### config.mk
export PLATFORM = sky130hd
export DESIGN_NAME = rf_rx_timing
export DESIGN_NICKNAME = d
export VERILOG_FILES = /design/src/rtl/rf_timing_pkg.sv /design/src/rtl/rf_phase_cnt.sv /design/src/rtl/rf_rx_timing.sv
export SDC_FILE = /design/constraint.sdc
export NUM_CORES = 1
export LEC_CHECK = 0
export CORE_ASPECT_RATIO = 0.5
export CORE_MARGIN = 1
export CORE_UTILIZATION = 30
export DETAILED_ROUTE_END_ITERATION = 7
export DONT_BUFFER_PORTS = 1
export GPL_TIMING_DRIVEN = 1
export PLACE_DENSITY_LB_ADDON = 0.2
export SLEW_MARGIN = 5
export SYNTH_ARGS = -nofsm -noshare
export SYNTH_HDL_FRONTEND = slang
export SYNTH_SLANG_ARGS = --single-unit
### constraint.sdc
create_clock -name clk -period 1.9 [get_ports clk]
set_input_delay 0.38 -clock clk [delete_from_list [all_inputs] [get_ports clk]]
set_output_delay 0.38 -clock clk [all_outputs]
set_load 0.05 [all_outputs]
### src/rtl/rf_timing_pkg.sv
// Shared RF timing definitions: FSM state encoding, counter width and default cycle counts.
// Also used by the TX timing block, so keep the encoding stable.
package rf_timing_pkg;

  localparam int CNT_W          = 16;
  localparam int CYC_MAX        = 65535;
  localparam int GUARD_CYC_DEF  = 40;
  localparam int SETTLE_CYC_DEF = 20;
  localparam int WIN_CYC_DEF    = 800;

  typedef enum logic [2:0] {
    ST_IDLE   = 3'd0,
    ST_GUARD  = 3'd1,
    ST_SETTLE = 3'd2,
    ST_WINDOW = 3'd3,
    ST_DONE   = 3'd4
  } rf_state_e;

  function automatic logic [CNT_W-1:0] last_cnt(input int cyc);
    return CNT_W'(cyc - 1);
  endfunction

endpackage

### src/rtl/rf_phase_cnt.sv
// Loadable up-counter; o_tc flags the cycle the count equals i_last.
// Load has priority over enable.
module rf_phase_cnt
  import rf_timing_pkg::*;
(
  input  logic             clk,
  input  logic             rst_n,
  input  logic             i_load,
  input  logic [CNT_W-1:0] i_load_val,
  input  logic             i_en,
  input  logic [CNT_W-1:0] i_last,
  output logic             o_tc
);

  logic [CNT_W-1:0] r_cnt;

  always_ff @(posedge clk or negedge rst_n) begin
    if (!rst_n) begin
      r_cnt <= '0;
    end else if (i_load) begin
      r_cnt <= i_load_val;
    end else if (i_en) begin
      r_cnt <= r_cnt + 1'b1;
    end
  end

  assign o_tc = (r_cnt == i_last);

endmodule

### src/rtl/rf_rx_timing.sv
// RX switch timing: manual pass-through, or timed guard/settle/window sequence after TX end.
// All outputs registered; decode uses the next state so outputs line up with the state register.
module rf_rx_timing
  import rf_timing_pkg::*;
#(
  parameter int GUARD_CYC  = GUARD_CYC_DEF,
  parameter int SETTLE_CYC = SETTLE_CYC_DEF,
  parameter int WIN_CYC    = WIN_CYC_DEF
) (
  input  logic clk,
  input  logic rst_n,
  input  logic i_rx_ctrl,
  input  logic i_init,
  input  logic i_stop,
  input  logic i_tx_over,
  output logic o_rx_ctrl,
  output logic o_rx_valid,
  output logic o_rx_over_flag,
  output logic o_overrun
);

  if (GUARD_CYC < 1 || GUARD_CYC > CYC_MAX) begin : g_bad_guard
    $error("GUARD_CYC must be in 1..65535");
  end
  if (SETTLE_CYC < 1 || SETTLE_CYC > CYC_MAX) begin : g_bad_settle
    $error("SETTLE_CYC must be in 1..65535");
  end
  if (WIN_CYC < 1 || WIN_CYC > CYC_MAX) begin : g_bad_win
    $error("WIN_CYC must be in 1..65535");
  end

  rf_state_e        r_state;
  rf_state_e        w_state_nxt;
  logic             r_mode;
  logic             w_mode_nxt;
  logic             w_cnt_load;
  logic             w_cnt_en;
  logic             w_tc;
  logic [CNT_W-1:0] w_last;
  logic             r_rx_ctrl;
  logic             r_rx_valid;
  logic             r_rx_over;
  logic             r_overrun;

  assign w_mode_nxt = i_stop ? 1'b0 : (i_init | r_mode);

  always_comb begin
    w_state_nxt = r_state;
    w_last      = last_cnt(GUARD_CYC);
    case (r_state)
      ST_IDLE:   if (i_tx_over) w_state_nxt = ST_GUARD;
      ST_GUARD:  if (w_tc) w_state_nxt = ST_SETTLE;
      ST_SETTLE: begin
        w_last = last_cnt(SETTLE_CYC);
        if (w_tc) w_state_nxt = ST_WINDOW;
      end
      ST_WINDOW: begin
        w_last = last_cnt(WIN_CYC);
        if (w_tc) w_state_nxt = ST_DONE;
      end
      ST_DONE:   w_state_nxt = ST_IDLE;
      default:   w_state_nxt = ST_IDLE;
    endcase
    // Manual mode or a stop overrides whatever the sequence wanted.
    if (!r_mode || i_stop) w_state_nxt = ST_IDLE;
    w_cnt_load = (w_state_nxt != r_state) || (w_state_nxt == ST_IDLE);
    w_cnt_en   = ~w_cnt_load;
  end

  rf_phase_cnt u_phase_cnt (
    .clk        (clk),
    .rst_n      (rst_n),
    .i_load     (w_cnt_load),
    .i_load_val ('0),
    .i_en       (w_cnt_en),
    .i_last     (w_last),
    .o_tc       (w_tc)
  );

  always_ff @(posedge clk or negedge rst_n) begin
    if (!rst_n) begin
      r_state <= ST_IDLE;
      r_mode  <= 1'b0;
    end else begin
      r_state <= w_state_nxt;
      r_mode  <= w_mode_nxt;
    end
  end

  always_ff @(posedge clk or negedge rst_n) begin
    if (!rst_n) begin
      r_rx_ctrl  <= 1'b0;
      r_rx_valid <= 1'b0;
      r_rx_over  <= 1'b0;
      r_overrun  <= 1'b0;
    end else begin
      r_rx_ctrl  <= w_mode_nxt ? ((w_state_nxt == ST_SETTLE) || (w_state_nxt == ST_WINDOW))
                               : i_rx_ctrl;
      r_rx_valid <= (w_state_nxt == ST_WINDOW);
      r_rx_over  <= (w_state_nxt == ST_DONE);
      r_overrun  <= i_tx_over && (r_state != ST_IDLE);
    end
  end

  assign o_rx_ctrl      = r_rx_ctrl;
  assign o_rx_valid     = r_rx_valid;
  assign o_rx_over_flag = r_rx_over;
  assign o_overrun      = r_overrun;

endmodule
# Word level (Yosys, flattened, before mapping)
# Index checks and enable logic that the tools add are counted.
# totals
regBits	24
in_bits	6
wordCells	35
output_inout_bits	4
# op_classes
n_eq_ne	8
bitwise	1
n_addsub	1
n_mux	10
n_reduce_logical	8
# ops
operator	n
one-hot mux 10 bit (2 select lines)	1
adder 16 x 1 -> 16 bit, second input constant	1
equality test 16 x 10 -> 1 bit	1
two-way mux 16 bit	1
two-way mux 3 bit	5
equality test 3 x 2 -> 1 bit, second input constant	4
one-hot mux 3 bit (4 select lines)	1
zero test 3 bit	2
equality test 3 x 1 -> 1 bit, second input constant	1
equality test 3 bit, second input constant	1
logical OR 1 bit	3
inequality test 3 bit	1
nonzero test 3 bit	1
two-way mux 1 bit	2
logical AND 1 bit	1
zero test 1 bit	1
bitwise OR 1 bit	1

# Longest topological paths before layout
# logic_depth
ltp_word	9
ltp_mapped	7
depth_no_buf	6

# By module
# Synthesis repeated with hierarchy kept, for this count alone.
# hier_totals
hier_cells	157
area_unflattened_um2	1445.1
# modules_own_cells
module	seq_area_each_um2	cells_per_inst	n_inst	area_each_um2
rf_phase_cnt	400.4	121	1	1078.5
rf_rx_timing	200.2	36	1	366.6

# Least setup slack after synthesis
# Ideal clock, no wire load.
# synth_path
path_kind	register to register
from	register u_phase_cnt.r_cnt[7]
to	register u_phase_cnt.r_cnt[11]
setup_ns	0.119
n_path_buf	1
slack_ns	0.003
period_less_slack_ns	1.897
required_time_ns	1.781
arrival_time_ns	1.778
path_stages_with_launch	7
cell_sequence	dfrtp_1 > or4_4 > nor4b_4 > nand3_4 > o221ai_4 > buf_6 > nor2_1
# synth_via
elab_chain_len	7
word_cells_on_any_way	11
classes_between	add/sub: 1; eq/ne: 2; mux: 6; reduce/logical: 2
# synth_rtl
item	line	rtl
start, declared	rf_phase_cnt.sv:15	logic [CNT_W-1:0] r_cnt;
start signal, assigned	rf_phase_cnt.sv:21	r_cnt <= i_load_val;
start signal, assigned	rf_phase_cnt.sv:23	r_cnt <= r_cnt + 1'b1;
equality test 16 x 10 -> 1 bit	rf_phase_cnt.sv:27	assign o_tc = (r_cnt == i_last);
two-way mux 3 bit (on tied branches)	rf_rx_timing.sv:59, rf_rx_timing.sv:52, rf_rx_timing.sv:55	
one-hot mux 3 bit (4 select lines)	rf_rx_timing.sv:50	case (r_state)
two-way mux 3 bit	rf_rx_timing.sv:65	if (!r_mode || i_stop) w_state_nxt = ST_IDLE;
inequality test 3 bit / zero test 3 bit (equally long branches)	rf_rx_timing.sv:66	w_cnt_load = (w_state_nxt != r_state) || (w_state_nxt == ST_IDLE);
logical OR 1 bit	rf_rx_timing.sv:66	
two-way mux 16 bit *	rf_phase_cnt.sv:20	end else if (i_load) begin
# Every way passes the cells marked *; elsewhere a longest branch is shown, timed or not.

# Worst setup path in the final report
# layout_path
from	register u_phase_cnt.r_cnt[7]
to	register r_rx_valid, in the netlist o_rx_valid
# layout_via
elab_chain_len	5
word_cells_on_any_way	7
classes_between	eq/ne: 2; mux: 5
# layout_rtl
item	line	rtl
equality test 16 x 10 -> 1 bit *	rf_phase_cnt.sv:27	
two-way mux 3 bit (on tied branches)	rf_rx_timing.sv:59, rf_rx_timing.sv:52, rf_rx_timing.sv:55	
one-hot mux 3 bit (4 select lines) *	rf_rx_timing.sv:50	
two-way mux 3 bit *	rf_rx_timing.sv:65	
equality test 3 x 2 -> 1 bit *	rf_rx_timing.sv:99	r_rx_valid <= (w_state_nxt == ST_WINDOW);
end signal, assigned	rf_rx_timing.sv:99	
end, declared	rf_rx_timing.sv:41	logic r_rx_valid;
# Marked as above.

==> flow_summary.yaml <==
run_status:
  status: "complete, but fails checks"
  violations: "setup timing"
clocking:
  path_clk_slew_ps: 80
  clock_path_buffers: 2
  root_buffer: "clkbuf_8"
  clock_sinks: 24
  cts_buffers: 3
  clock_latency_ps: 270
  cts_tree: "yes"
  htreeDepth: 1
worst_setup_path:
  path_buf_inv: 0
  path_class: "flop to flop"
  cp_num_cells: 5
  rr_startpoint: "u_phase_cnt.r_cnt[7]$_DFF_PN0_"
  slowest_stage: "or4_4"
  crit_start: "u_phase_cnt.r_cnt[7]$_DFF_PN0_"
  rr_endpoint: "o_rx_valid$_DFF_PN0_"
  cp_cell_sequence: "or4_4 -> nor4b_4 -> nand3_4 -> or3_1 -> a21oi_1"
  crit_end: "o_rx_valid$_DFF_PN0_"
  worstPathRequired_ps: 2100
  critPathMaxStageDelay_ps: 540
  start_kind: "flop"
  rrSetupSlack_ps: -40
  r2r_cells: 5
  cp_top_family: "simple AND/OR/NAND/NOR gates"
  critPathMaxFanout: 4
  worstPathArrival_ps: 2130
  endpoint_kind: "flop"
grt:
  use_met2_pct: 18.5
  gr-usage-met3_pct: 2.86
  grt-ovfl-total: 0
  grt_pass1_wl_mm: 3.79
  grt_util_met1_pct: 15.5
  grt-busiest-layer: "met2"
  grt_usage_pct: 11.3
  grt_pass1_vias: 804
  grt_antenna_before_repair: 0
  grt_max_degree: 25
power:
  ir_worst_vdd_mv: 0.270
  power_density_nw_per_um2: 616
  power.leakage_uw: 0.000593
floorplan:
  die_width_um: 92.9
  start_util_pct: 31.6
  rows: 16
  ioPinCount: 10
  core-area_um2: 3920
  die_h_um: 47.5
  dieArea_um2: 4410
final_layout:
  area_growth_pct: 18.6
  drive_above_1_share_pct: 19.8
  fin_cells: 185
  stdcell_area_um2: 1470
  layout_commonest_cell: "dfrtp_1"
  fillCellCount: 406
  diodes: 0
  final_cell_mix: "24 x dfrtp_1, 22 x nor2_1, 8 x buf_4"
  nNetsFinal: 139
run:
  cap_viol_max_count: 0
timing:
  rsz0062_at_grt: "yes"
  holdWs_ps: 167
  fin_skew_ps: 2.61
  setup_ws_ps: -36.5
  drv_slew: 0
  finalSetupViolations: 16
  period_share_pct: 102
  hold_viol_final: 0
  fmax_mhz: 516
  worstMarginPinSlew_ps: 555
  max-slew-margin-rel_pct: 62.5
  period_minus_slack_ps: 1940
routing:
  first_pass_iters: 4
  dr.first_iter.drc_count: 28
  ant_nets: 0
  finalWirelength_mm: 2.30
  num_vias: 907
  vias_per_cell: 4.90
  drc: 0
  routedWlPerCell_um: 12.4
logic_synthesis:
  synthTopCellsByArea: "dfrtp_1 48%, nor2_1 7.3%, xnor2_1 4.9%"
  synth_cell_types: 37
  synth-edff-count: 0
  ys_ff_latch: 24
  synth_nets: 129
  synthFlopType: "dfrtp_1"
  yosysTopAreaCell: "dfrtp_1"
  netlist_area_um2: 1240
  syn_avg_cell_area_um2: 10.2
  synth_warnings: 0
  async_reset_ff_share_pct: 100
  netlist_instances: 122
  synth.top_cell.area_share_pct: 48.4
  ys_seq_area_share_pct: 48.4
placement:
  place.detailed.hpwl_mm: 1.67
  placed_area_um2: 1350
  place_congestion: 0.716
  io_buffers: 0
  place_inst: 178
min_path:
  hp-start: "i_stop"
  hold_path.class: "primary input to flop"
==> through the flow <==
stage	total power (uW)	TNS, ps	util [%]	worst slack, ps
3_3_place_gp	552	0	34.4	9.08
5_1_grt	939	-2140	37.5	-145
3_5_place_dp	552	-13.9	34.4	-12.9
2_1_floorplan	548	0	-	2.92
4_1_cts	922	-206	36.5	-34.3
6_report	905	-177	37.5	-36.5
==> routing by layer <==
metal / vias to the layer above / wire length [um] / part of all wire [%]
met5: - / 0 / 0
met3: 0 / 70 / 3.0
met4: 0 / 0 / 0
met2: 23 / 1040 / 45
met1: 442 / 1190 / 52
li1: 442 / - / -
==> cell families (layout without fill, tap and decap cells) <==
kind of cell,Yosys count,after routing,share of synthesized area (%)
simple gates,63,63,28.5
flops,24,24,48.4
xor+xnor,14,14,9.89
compound gates,11,11,8.27
buf+inv,8,17,3.13
fa+ha+maj,1,1,1.01
mux,1,1,0.807
==> synthesized netlist by cell type (2+ instances only) <==
library cell  number
nor2b_1            3
xor2_1             7
nor2_1            24
o21ai_0            3
and4_1             2
nand3_1            6
clkbuf_1           4
and3_1             4
or3_1              2
nor3_1             3
nand2_1            6
xnor2_1            7
inv_1              2
nor4_1             2
nand4_1            2
dfrtp_1           24
==> where the power goes <==
| part | total [uW] | internal (uW) | switching [uW] |
|---|---|---|---|
| Combinational | 34.3 | 13.6 | 20.7 |
| Clock | 347 | 185 | 162 |
| Sequential | 524 | 515 | 9.88 |
==> sequential cells by signal (all words and copies together), names as in the netlist <==
| register | cells |
|---|---|
| o_rx_valid | 1 |
| o_overrun | 1 |
| o_rx_ctrl | 1 |
| u_phase_cnt.r_cnt | 16 |
| r_state | 3 |
| r_mode | 1 |
| o_rx_over_flag | 1 |
==> how the worst min path moves through the flow <==
stage | end | slack (ps) | depth (start not counted)
after floorplan | o_overrun$_DFF_PN0_ | 80 | 0
after global routing | r_mode$_DFF_PN0_ | 160 | 1
after CTS | r_mode$_DFF_PN0_ | 160 | 1
after global placement | r_state[0]$_DFF_PN0_ | 80 | 0
final | r_mode$_DFF_PN0_ | 170 | 1
after detailed placement | r_state[1]$_DFF_PN0_ | 80 | 0
==> final cells by class <==
type	instances	area [um2]	share of cell area, %
inverter	2	7.51	0.511
tap	54	67.6	4.60
multi-input combinational	90	629	42.8
clock buffer	4	55.1	3.74
sequential	24	601	40.9
timing repair buffer	11	110	7.49
==> what timing repair did <==
item,CTS,global route
cloned,0,0
endpoints found under the hold margin,24,0
buffers inserted,0,1
resized for setup,0,6
hold buffers,2,0
pin swaps,0,3
endpoints found under the setup margin,19,21
No activity file was read; power rests on OpenSTA's default activity.
